<file path="src/rtl/host_packet_buffer.sv">
// Host byte stream to packet FIFO: assembles little-endian {address, data} packets
// and presents them first-word-fall-through. Define HOST_PACKET_BUFFER_TIMEOUT_EN to discard stale partial packets.
module host_packet_buffer #(
  parameter int BUFFER_LENGTH  = 16,
  parameter int DATA_WIDTH     = 32,
  parameter int FIFO_DEPTH     = 16,
  parameter int TIMEOUT_CYCLES = 1024
) (
  input  logic                          clk,
  input  logic                          reset,
  input  logic [7:0]                    in_data,
  input  logic                          in_valid,
  output logic                          in_ready,
  output logic                          buffer_empty,
  output logic [BUFFER_LENGTH-1:0]      buffer_addr,
  output logic [DATA_WIDTH-1:0]         buffer_data,
  input  logic                          buffer_read_enable,
  output logic [$clog2(FIFO_DEPTH):0]   buffer_count,
  output logic                          timeout_pulse
);

  localparam int ADDR_BYTES = (BUFFER_LENGTH + 7) / 8;
  localparam int DATA_BYTES = DATA_WIDTH / 8;
  localparam int PKT_BYTES  = ADDR_BYTES + DATA_BYTES;
  localparam int PKT_BITS   = PKT_BYTES * 8;
  localparam int CNT_W      = $clog2(PKT_BYTES);
  localparam int PTR_W      = $clog2(FIFO_DEPTH);
  localparam int ENTRY_W    = BUFFER_LENGTH + DATA_WIDTH;
  localparam logic [CNT_W-1:0] LAST_BYTE = CNT_W'(PKT_BYTES - 1);

  logic [CNT_W-1:0]          byte_cnt;
  logic [PKT_BITS-1:0]       pkt_reg;
  logic [PKT_BITS-1:0]       pkt_next;
  logic [ENTRY_W-1:0]        entry_next;
  logic [ENTRY_W-1:0]        mem [FIFO_DEPTH];
  logic [PTR_W-1:0]          wr_ptr;
  logic [PTR_W-1:0]          rd_ptr;
  logic [$clog2(FIFO_DEPTH):0] count_next;
  logic                      full;
  logic                      accept;
  logic                      last_byte;
  logic                      push;
  logic                      pop;
  logic                      expire;

  // in_ready looks only at registered state, so the host never sees the pop path.
  assign last_byte = (byte_cnt == LAST_BYTE);
  assign in_ready  = ~last_byte | ~full;
  assign accept    = in_valid & in_ready;
  assign push      = accept & last_byte;
  assign pop       = buffer_read_enable & ~buffer_empty;

  always_comb begin
    pkt_next = pkt_reg;
    for (int i = 0; i < PKT_BYTES; i++) begin
      if (byte_cnt == CNT_W'(i)) pkt_next[i*8 +: 8] = in_data;
    end
  end

  assign entry_next = {pkt_next[BUFFER_LENGTH-1:0], pkt_next[ADDR_BYTES*8 +: DATA_WIDTH]};

  always_comb begin
    count_next = buffer_count;
    if (push && !pop)      count_next = buffer_count + 1'b1;
    else if (!push && pop) count_next = buffer_count - 1'b1;
  end

  always_ff @(posedge clk or posedge reset) begin
    if (reset) begin
      byte_cnt     <= '0;
      pkt_reg      <= '0;
      wr_ptr       <= '0;
      rd_ptr       <= '0;
      buffer_count <= '0;
      full         <= 1'b0;
      buffer_empty <= 1'b1;
    end else begin
      if (accept) begin
        pkt_reg  <= pkt_next;
        byte_cnt <= last_byte ? '0 : byte_cnt + 1'b1;
      end else if (expire) begin
        byte_cnt <= '0;
      end
      if (push) wr_ptr <= wr_ptr + 1'b1;
      if (pop)  rd_ptr <= rd_ptr + 1'b1;
      buffer_count <= count_next;
      full         <= (count_next == ($clog2(FIFO_DEPTH)+1)'(FIFO_DEPTH));
      buffer_empty <= (count_next == '0);
    end
  end

  // Storage is deliberately left out of reset; the pointers make stale entries invisible.
  always_ff @(posedge clk) begin
    if (push) mem[wr_ptr] <= entry_next;
  end

  assign {buffer_addr, buffer_data} = mem[rd_ptr];

`ifdef HOST_PACKET_BUFFER_TIMEOUT_EN
  localparam int IDLE_W = $clog2(TIMEOUT_CYCLES + 1);
  logic [IDLE_W-1:0] idle_cnt;

  // A byte arriving in the expiry cycle wins, so expiry requires no acceptance.
  assign expire = (byte_cnt != '0) && !accept && (idle_cnt == IDLE_W'(TIMEOUT_CYCLES - 1));

  always_ff @(posedge clk or posedge reset) begin
    if (reset) begin
      idle_cnt      <= '0;
      timeout_pulse <= 1'b0;
    end else begin
      timeout_pulse <= expire;
      if (accept || byte_cnt == '0 || expire) idle_cnt <= '0;
      else                                    idle_cnt <= idle_cnt + 1'b1;
    end
  end
`else
  assign expire        = 1'b0;
  assign timeout_pulse = 1'b0;
`endif

endmodule
</file>
<file path="config.mk">
export PLATFORM = sky130hd
export DESIGN_NAME = host_packet_buffer
export DESIGN_NICKNAME = d
export VERILOG_FILES = /design/src/rtl/host_packet_buffer.sv
export SDC_FILE = /design/constraint.sdc
export NUM_CORES = 1
export LEC_CHECK = 0
export CORE_MARGIN = 1.5
export CORE_UTILIZATION = 66
export CTS_CLUSTER_SIZE = 24
export DETAILED_ROUTE_END_ITERATION = 16
export HOLD_SLACK_MARGIN = 0.1
export PLACE_DENSITY_LB_ADDON = 0.08
export SKIP_CTS_REPAIR_TIMING = 1
export SLEW_MARGIN = 0
export SYNTH_ARGS = -nofsm -noshare
export SYNTH_HDL_FRONTEND = slang
export SYNTH_SLANG_ARGS = --single-unit
</file>
<file path="constraint.sdc">
create_clock -name clk -period 9.1 [get_ports clk]
set_input_delay 1.82 -clock clk [delete_from_list [all_inputs] [get_ports clk]]
set_output_delay 1.82 -clock clk [all_outputs]
set_load 0.05 [all_outputs]
</file>
==> results of run 1 <==
## critical path: cells and delay by family (launching register included)
kind / cells / cell delay [ns]
buffers and inverters: 2 / 1.63
DFF: 1 / 0.84
muxes: 2 / 1.16
## cell families after synthesis
group           count (synthesis)  synth area share [%]
buf+inv                        76                  1.37
fa+ha+maj                       8                 0.309
compound gates                 10                 0.244
xor+xnor                       11                 0.298
other cells                     1                0.0116
simple gates                   79                  1.37
flops                         834                  76.4
mux                           330                  20.0
## area by class of cell
type	instances	area share (%)
Inverter	7	0.0730
Sequential cell	834	68.7
Clock buffer	101	5.98
Clock inverter	43	0.959
Timing Repair Buffer	73	2.05
Tap cell	615	2.14
Multi-Input combinational cell	439	20.1
## metrics by stage
step                instances  cell area, sq um  hold slack [ns]  util, %  worst slack (ns)
finish                   2112             36000            0.501     74.9              2.99
global route             2112             36000            0.519     74.9              2.76
CTS                      2112             36000            0.505     74.9              2.87
detailed placement       1968             33500            0.490     69.7              3.54
global placement         1968             33500            0.483     69.7              3.52
floorplan                1349             32300            0.475        -              4.97
## worst paths after layout
path | start | endpoint | slack [ns] | cells past startpoint
max in group asynchronous | reset | rd_ptr[1] | 6.50 | 3
worst max register to register | byte_cnt[0] | mem[6][25] | 5.40 | 5
worst max-delay path | rd_ptr[0] | buffer_data[2] | 2.99 | 4
worst min register to register | pkt_reg[23] | pkt_reg[23] | 0.50 | 1
worst min-delay path | pkt_reg[23] | pkt_reg[23] | 0.50 | 1
min in group asynchronous | reset | pkt_reg[22] | 1.85 | 3
## layer usage
| layer | vias to the layer above | wire length [microns] |
|---|---|---|
| li1 | 5907 | - |
| met1 | 7787 | 26500 |
| met2 | 654 | 33900 |
| met3 | 130 | 5520 |
| met4 | 0 | 1570 |
| met5 | - | 0 |
## Yosys cell counts (7+ instances only)
cell type                  count
sky130_fd_sc_hd__inv_1         7
sky130_fd_sc_hd__mux4_2      227
sky130_fd_sc_hd__buf_2        14
sky130_fd_sc_hd__nand2_1      36
sky130_fd_sc_hd__ha_1          8
sky130_fd_sc_hd__edfxtp_1    768
sky130_fd_sc_hd__dfrtp_1      65
sky130_fd_sc_hd__and2_1       13
sky130_fd_sc_hd__xnor2_1      10
sky130_fd_sc_hd__mux2_2       89
sky130_fd_sc_hd__buf_6        14
sky130_fd_sc_hd__mux4_1       13
sky130_fd_sc_hd__clkbuf_1     30
## power by group through the flow
stage / registers, mW / logic [mW] / clock network, mW
finish: 5.32 / 4.17 / 3.17
global route: 5.35 / 4.42 / 3.34
CTS: 5.32 / 4.21 / 3.20
detailed placement: 5.40 / 4.18 / 0
global placement: 5.38 / 4.08 / 0
floorplan: 5.24 / 3.26 / 0
==> metrics list, run 1 <==
* EDFF count, synth: 768
- Critical-path maximum fanout: 52
- Counting I/O delays and the setup requirement, the final critical path takes 6.11 ns.
- Ordered cell list for the critical path: buf_4, mux4_2, mux4_2, clkdlybuf4s50_1
- Proportion of total power due to net switching: 32.1%
* Post-synthesis cell type count: 43
- Area delta synth->final: 11.3%
- Worst Path Required: 7.28 ns
- The initialized floorplan defines 80 standard-cell rows.
- For met2 alone, demand over resource in global routing was 45.5%.
- Layout cell share with drive strength beyond 1: between 30% and 40%
* Share of synthesized flip-flops with an asynchronous set or reset: 7.91%
- First-pass GRT wire length: 99300 microns
- The number of clock buffers added by TritonCTS is just under 80.
- Yosys top cell area share: 71.3%
* Crit. End Element: output pin
- After detailed routing, the number of remaining DRC violations is 0.
- Sequential cells burn between 40% and 50% of the power.
- Post-Synthesis Cell Area: approximately 0.032 sq mm
- Top area cells in the synthesized netlist: sky130_fd_sc_hd__edfxtp_1, sky130_fd_sc_hd__mux4_2, sky130_fd_sc_hd__dfrtp_1, sky130_fd_sc_hd__mux2_2, sky130_fd_sc_hd__mux4_1
- Setup repair after global routing missed its margin: false
* Antenna fix cells: 0
* Chip Width: 224 microns
* Total overflow reported by the global router: 0
- Number of nets in the synthesized netlist: 1369
- Total detailed-routing wirelength: 67400 microns
- Internal Dissipation: about 8.6 mW
* Library cell used as clock root buffer: sky130_fd_sc_hd__clkbuf_16
- Summed over all nets, the half-perimeter wirelength after detailed placement is 29800 microns.
- Headroom to the max-slew limit came out at between 20% and 30%.
- VDD sags by at most 0.417 mV.
* Number of max-slew violations in the final report: 0
- Clock-pin slew of the registers on the worst-case setup and hold paths: ~0.060 ns
- Footprint of the multi-input gates: ~0.0072 sq mm
* Via count of the first global-routing pass: around 15k
- During placement, the flow inserted port buffers numbering 66.
* Detail-routed net length per standard cell: 31.9 microns
- The register with the most flip-flops in the layout has 768 of them.
* Prevailing post-synth register cell: sky130_fd_sc_hd__edfxtp_1
* First-pass iteration count of the detailed router: 5
- Sequential share of the synthesized area: approximately 76%
* Largest net degree at the start of global routing: around 140
- Startpoint type of the worst setup path: flip-flop
- Result of the run: finished clean
* Transition time at the pin with the least slew margin: roughly 1.1 ns
* Total die area: 0.0503 sq mm
- Yosys warnings: 0
- Post-route total power: 12.7 mW
- Number of sinks driven by the clock tree: 834
- Total core area: between 0.04 and 0.05 sq mm
* Commonest non-fill, non-tap cells in the layout: sky130_fd_sc_hd__edfxtp_1, sky130_fd_sc_hd__mux4_2, sky130_fd_sc_hd__mux2_2
- Total Negative Setup Slacks: 0 ns
- The final layout contains 1454 nets.
- The die is 224 microns tall.
- Starting density of the core: 67.3%
- Arrival time at the worst endpoint: 4.29 ns
* Most common cell after layout, fill and taps aside: sky130_fd_sc_hd__edfxtp_1
* Clock Latency Late Sink: 0.61 ns
* Met1 track demand over resource in global routing: 40.1%
- Dividing the detail-routed via count by the number of cells gives a little under 7.
- Between clock sinks in the finished design, the worst skew comes to about 0.016 ns.
* Final-layout fill cell count: 2600
- In this run the static leakage power is 11.5 nW.
- Drt first-iter violations: ~1.6k
* Grt peak-use layer: met2
* Detailed-route via count: 14.5k
* Final Hold Violating Endpoints: 0
* Part of the total power dissipated in combinational logic: 32.9%
- Buffer depth of the longest clock path: 3
* Type of the worst setup path: reg2out
* Synthesis-stage register bit count: 834
* Cell with the largest stage delay on the worst path: sky130_fd_sc_hd__buf_4
* Worst min path class: reg2reg
- Timing-limited maximum frequency: 164 MHz
- CTS built an H-tree with a depth of 3.
* Clock tree from TritonCTS: done
- Antenna violations before repair: 1
* Routability cong.: ~0.73
* Mapped Avg Cell Area: 24.0 sq um
- Summing all flip-flop and latch instances after layout gives ~0.025 sq mm.
- In the global route stage, met3 resource usage came out at 5.30%.
* GRT Resource Usage Total: 28.1%
- The clock network is responsible for 25.0% of the overall power.
- Of all cell types, the one taking the most synthesized area is sky130_fd_sc_hd__edfxtp_1.
- Dividing the final minimum period by the clock period gives roughly two thirds.
- Dividing total power by cell area gives a power density of roughly 350 mW/mm^2.
* Remaining antenna violation count after routing: 0
- CP peak stage delay: 0.90 ns
* Count of final setup violators: 0
- I/O Pins: 68
- The most numerous cell type found on the critical path is sky130_fd_sc_hd__mux4_2.
- # Max-Cap Violations: 0
* Net switching power: 4.06 mW
* Gate count of the mapped netlist: 1349
Power figures use the tool's default switching activity.
==> run 2, diff against run 1 <==
- CORE_UTILIZATION: 66 -> 56
- clock period: 9.1 -> 5.1 ns (I/O delays scaled with it)
==> metrics list, run 2 (synthesized netlist as in run 1, its figures left out) <==
- Measured in cells, the most critical reg-to-reg path has a length of 6.
- Static leakage: around 12 nW
* Startpoint type of the worst setup path: flip-flop
- Dividing total power by cell area gives a power density of 620 mW/mm^2.
- The root buffer cell chosen for the clock tree is sky130_fd_sc_hd__clkbuf_16.
- The clock period could shrink to 4.65 ns.
- The worst setup path is of the reg2out kind.
* Number of sinks driven by the clock tree: 834
- Via count of the first global-routing pass: around 15k
* Final net count: 1486
* Sequential group share of total power: 41.9%
- STA classifies the critical path endpoint as an output pin.
* Share of the cycle needed by the critical path after routing: 91.2%
* Minimum setup slack in the final design: approximately 0.45 ns
- The first global-routing pass estimated 102000 microns of wire.
- Part of the total power dissipated in combinational logic: 33.6%
* Drt first-iter violations: between 1k and 1.5k
- The library cell used most frequently in the layout, excluding fill and tap cells, is sky130_fd_sc_hd__edfxtp_1.
* Height of the die: approximately 240 microns
* Clock tree from TritonCTS: done
- Count of placed standard cells in the final layout, fillers left out: 2277
* Starting density of the core: 57.0%
* Total Negative Setup Slacks: 0 ns
- IR analysis of the VDD net gives a maximum drop of 0.356 mV.
- In this run, the clock network consumes 24.5% of the power.
- In the layout the commonest cells are sky130_fd_sc_hd__edfxtp_1, sky130_fd_sc_hd__mux4_2, sky130_fd_sc_hd__mux2_2.
- Buffers inserted during clock tree synthesis total about 80.
* Detailed-route DRC error count: 0
- At the end of routability-driven placement, the weighted congestion stood at 0.764.
* GRT Resource Usage Total: 24.4%
* Ratio of routed vias to standard cells: ~6.3
* Post-route clock skew: approximately 0.020 ns
* Worst Hold Depth: 1
* Total detailed-routing wirelength: ~69000 microns
- For the worst-skew pair, the clock arrives at the later sink with an insertion delay of 0.62 ns.
* Critical-path maximum fanout: 46
- Total die area: 0.0592 sq mm
- Detailed-route via count: 14.3k
- The register with the most flip-flops in the layout has ~770 of them.
* Site row count: 87
- Layout cell share with drive strength beyond 1: 31.7%
* Number of max-slew violations in the final report: 0
- # Max-Cap Violations: 0
* Worst Path Required: 4.08 ns
- Internal Dissipation: 15.4 mW
* Result of the run: finished clean
* Chip Width: 243 microns
- Data arrives at the worst endpoint at 3.63 ns.
- Detailed-placement wirelength estimate: 35500 microns
* Detail-routed net length per standard cell: 30.5 microns
* Worst min path class: reg2reg
* I/O Pins: 68
- Antenna violations before repair: 5
- Quantity of I/O buffers inserted on ports: 66
- Proportion of total power due to net switching: 32.0%
- Net switching power: ~7.2 mW
- After global routing the overflow that remains totals 0.
- Area delta synth->final: 12.9%
* Worst setup timing slack at the placement stage: 1.08 ns
- Count of final setup violators: 0
* Max_slew headroom: between 20% and 30%
* Final core occ: 64.4%
- Including well taps, the total number of placed cells is between 2k and 2.5k.
- Clock-pin slew was measured on the worst setup and hold paths at roughly 0.060 ns.
- Timing-limited maximum frequency: around 220 MHz
- Setup repair after global routing missed its margin: false
- At the pin with the least slew margin, the transition time is 1.12 ns.
* Total core area: about 0.057 sq mm
- Total number of H-tree levels: 3
- First-pass iteration count of the detailed router: 5
* Largest net degree at the start of global routing: 55
- Final Hold Violating Endpoints: 0
- Buffer depth of the longest clock path: 3
- Remaining antenna violation count after routing: 0
- Summing internal, switching and leakage power gives 22.6 mW.
==> run 2: changes by cell type in the layout (fill, tap and decap cells not counted), sizes merged <==
cell      change
clkinv       -12
bufinv        -1
clkinvlp      -1
diode         +1
inv           -2
buf          +30
clkbuf        +9
==> run 2: final timing paths <==
kind | from | end | slack, ns
min reg2reg | pkt_reg[35] | pkt_reg[35] | 0.50
max | rd_ptr[1] | buffer_data[3] | 0.45
max in group asynchronous | reset | rd_ptr[3] | 3.09
max reg2reg | byte_cnt[1] | mem[7][42] | 1.69
min | pkt_reg[35] | pkt_reg[35] | 0.50
min in group asynchronous | reset | pkt_reg[36] | 0.99
==> run 2: stage by stage <==
step                      hold slack [ns]  cell area [sq um]
after floorplan                     0.475              32300
after global placement              0.482              34100
after detailed placement            0.489              34100
after CTS                           0.503              36500
after global routing                0.508              36500
final                               0.502              36500
==> run 2: worst max-delay path, cell delays in order (launching register included) <==
cell                              delay [ns]
sky130_fd_sc_hd__dfrtp_4                0.96
sky130_fd_sc_hd__buf_4                  0.43
sky130_fd_sc_hd__mux4_1                 0.36
sky130_fd_sc_hd__mux4_2                 0.51
sky130_fd_sc_hd__clkdlybuf4s50_1        0.72
==> run 2: power groups by stage <==
stage	Sequential, mW	Clock, mW	Combinational (mW)
5_1_grt	9.53	5.91	8.09
2_1_floorplan	9.35	0	5.81
3_3_place_gp	9.60	0	7.60
3_5_place_dp	9.63	0	7.72
4_1_cts	9.48	5.65	7.75
6_report	9.48	5.54	7.60
==> run 2: final cells by class <==
type | instances | area, sq um
well taps | 756 | 946
clock buffers | 110 | 2190
inverters | 7 | 26.3
diodes | 1 | 2.50
fillers | 3678 | 20200
clock inverters | 27 | 218
flip-flops and latches | 834 | 24700
multi-input cells | 439 | 7230
repair buffers | 103 | 1160
==> run 2: metal layers <==
metal	vias up	global-route usage, %	wire length (microns)
li1	5956	-	-
met1	7779	35.8	29200
met2	489	38.4	33600
met3	96	4.71	5400
met4	6	6.01	1210
met5	-	0	43
==> run 3, diff against run 2 <==
- CORE_MARGIN: 1.5 -> not set
==> metrics list, run 3 (synthesized netlist as in run 1, its figures left out) <==
- The run finished with clean final reports.
* Worst IR Drop VDD: 0.445 mV
* Post-route total power: 23.1 mW
- Dividing the detail-routed wire length by the instance count gives 30.3 microns.
- Sequential cells account for between 40% and 50% of the total power.
- The die is 242 microns wide.
* Net switching power: 7.41 mW
* Power per cell area: 627 mW/mm^2
- The library cell used most frequently in the layout, excluding fill and tap cells, is sky130_fd_sc_hd__edfxtp_1.
* Total die area: roughly 0.059 sq mm
- Fill cells in the final layout number about 3.6k.
- First-pass iteration count of the detailed router: 5
- Final Hold Violating Endpoints: 0
* Total overflow reported by the global router: 0
- # Max-Cap Violations: 0
- The clock network burns between 20% and 30% of the power.
* Crit. End Element: output pin
- Routability cong.: 0.739
- The count of final max-slew check failures is 0.
- Setup slack on the worst reg-to-reg path comes out at roughly 1.7 ns.
- Layout cell share with drive strength beyond 1: around 33%
- The number of global-route vias before repair came to roughly 15k.
- GRT Resource Usage Total: 24.5%
- Final net count: 1500
- Max_slew headroom: between 30% and 40%
* Detailed-route DRC error count: 0
* Setup repair after global routing missed its margin: false
- Remaining antenna violation count after routing: 0
- Across the routed clock network, the largest skew measured is 0.0165 ns.
* Clock-pin slew of the registers on the worst-case setup and hold paths: 0.06 ns
- After routing, the total negative slack on setup checks comes to 0 ns.
- Total number of H-tree levels: 3
- Type of the worst setup path: reg2out
- In this run the critical register-to-register path is captured at mem[4][41].
- In this run the critical register-to-register path is launched from byte_cnt[1].
- Part of the total power dissipated in combinational logic: 33.1%
* Antenna violations before repair: 1
* Internal Dissipation: between 15 and 20 mW
- Buffer depth of the longest clock path: 3
* Storage cell area: 0.0247 sq mm
* Count of placed standard cells in the final layout, fillers left out: 2304
- Area delta synth->final: 14.1%
- CTS placed an instance of sky130_fd_sc_hd__clkbuf_16 at the clock tree root.
- Using the TritonRoute via totals, the vias-per-cell ratio works out to 6.29.
- The startpoint identified for the worst hold timing path is pkt_reg[28].
* Proportion of total power due to net switching: 32.0%
* Share of the cycle needed by the critical path after routing: 90.4%
- Along the worst hold path, the cell count comes to 1.
- Transition time at the pin with the least slew margin: between 0.9 and 1 ns
- Clock Latency Late Sink: 0.62 ns
- Data on the critical path is required at its endpoint by 4.08 ns.
- After detailed routing, the met2 layer carries 34400 microns of wire.
- STA classifies the critical path startpoint as a flip-flop.
- The tightest min-delay check is of the reg2reg type.
- Height of the die: roughly 240 microns
- Wire segments on met3 add up to ~3600 microns in the final route.
- After floorplanning, the core was divided into 87 placement rows.
* Commonest non-fill, non-tap cells in the layout: sky130_fd_sc_hd__edfxtp_1, sky130_fd_sc_hd__mux4_2, sky130_fd_sc_hd__mux2_2, sky130_fd_sc_hd__clkbuf_16, sky130_fd_sc_hd__clkdlybuf4s50_1
* Quantity of I/O buffers inserted on ports: 66
* Footprint of the multi-input gates: 0.00723 sq mm
- Detailed-route via count: ~14k
* Clock tree from TritonCTS: done
- Routed metal-1 wire length: slightly above 30000 microns
* Total core area: 0.0567 sq mm
- Arrival time at the worst endpoint: 3.59 ns
- Total detailed-routing wirelength: 69700 microns
* Final cell area excluding filler cells: 0.0369 sq mm
- The repair_antennas step left the layout with diodes totalling 0.
* Max reg flops: 768
- For this design, the sink count on the clock tree is 834.
- Measured in cells, the most critical reg-to-reg path has a length of 6.
- Total clock buffers created by CTS: 83
- The highest metal layer carrying signal wires in the routed design is met4.
* Placed inst area: 0.0342 sq mm
- The wire-length estimate of the detail-placed layout is 37700 microns.
- After detailed placement, the design holds a cell count of 2151.
- Static leakage: approximately 12 nW
- The first global-routing pass estimated 102000 microns of wire.
* Terminating pin of the worst hold path: pkt_reg[28]
- The detailed router finished its first iteration with around 1.2k violations.
* Starting density of the core: 57.0%
* Timing-limited maximum frequency: between 200 and 250 MHz
- Entering global routing, the biggest net connects 52 pins.
* Count of final setup violators: 0
- I/O Pins: 68
* Hold WS: 0.503 ns
* Post-layout minimum cycle time: 4.61 ns
- Of all nets on the critical path, the largest fanout is 41.
## run 3: area by class of cell
| cell class | instances | share of cell area, % |
|---|---|---|
| sequential | 834 | 67.0 |
| multi-input combinational | 439 | 19.6 |
| tap | 756 | 2.56 |
| timing repair buffer | 115 | 3.50 |
| clock inverter | 35 | 0.790 |
| inverter | 7 | 0.0712 |
| clock buffer | 118 | 6.47 |
## run 3: power groups by stage
stage	Clock, mW	Sequential [mW]	Combinational [mW]
after floorplan	0	9.35	5.81
after global placement	0	9.61	7.70
after detailed placement	0	9.63	7.78
after CTS	6.08	9.49	7.80
after global routing	6.34	9.54	8.12
final	5.97	9.49	7.66
## run 3: critical path, cell delays in order (launching register included)
cell	delay, ns
sky130_fd_sc_hd__dfrtp_4	0.92
sky130_fd_sc_hd__buf_4	0.43
sky130_fd_sc_hd__mux4_2	0.41
sky130_fd_sc_hd__mux4_2	0.48
sky130_fd_sc_hd__clkdlybuf4s50_1	0.71
## run 3: routing by layer
layer	up-vias	track usage (%)
met3	85	3.47
met1	7947	36.4
li1	5997	-
met2	460	38.5
met4	0	7.06
met5	-	0
## run 3: worst max path at each step
stage	startpoint	endpoint	slack, ns	cells after the start
CTS	rd_ptr[1]	buffer_data[17]	0.44	4
detailed placement	in_valid	mem[4][3]	1.10	7
floorplan	in_valid	mem[4][0]	1.77	6
global route	rd_ptr[0]	buffer_data[31]	0.38	4
global placement	rd_ptr[1]	buffer_data[17]	1.09	4
finish	rd_ptr[1]	buffer_data[13]	0.49	4
## run 3: through the flow
stage / worst slack (ns) / utilization, %
final: 0.489 / 65.1
after global routing: 0.379 / 65.1
after CTS: 0.439 / 65.1
after detailed placement: 1.10 / 60.3
after global placement: 1.09 / 60.3
after floorplan: 1.77 / -
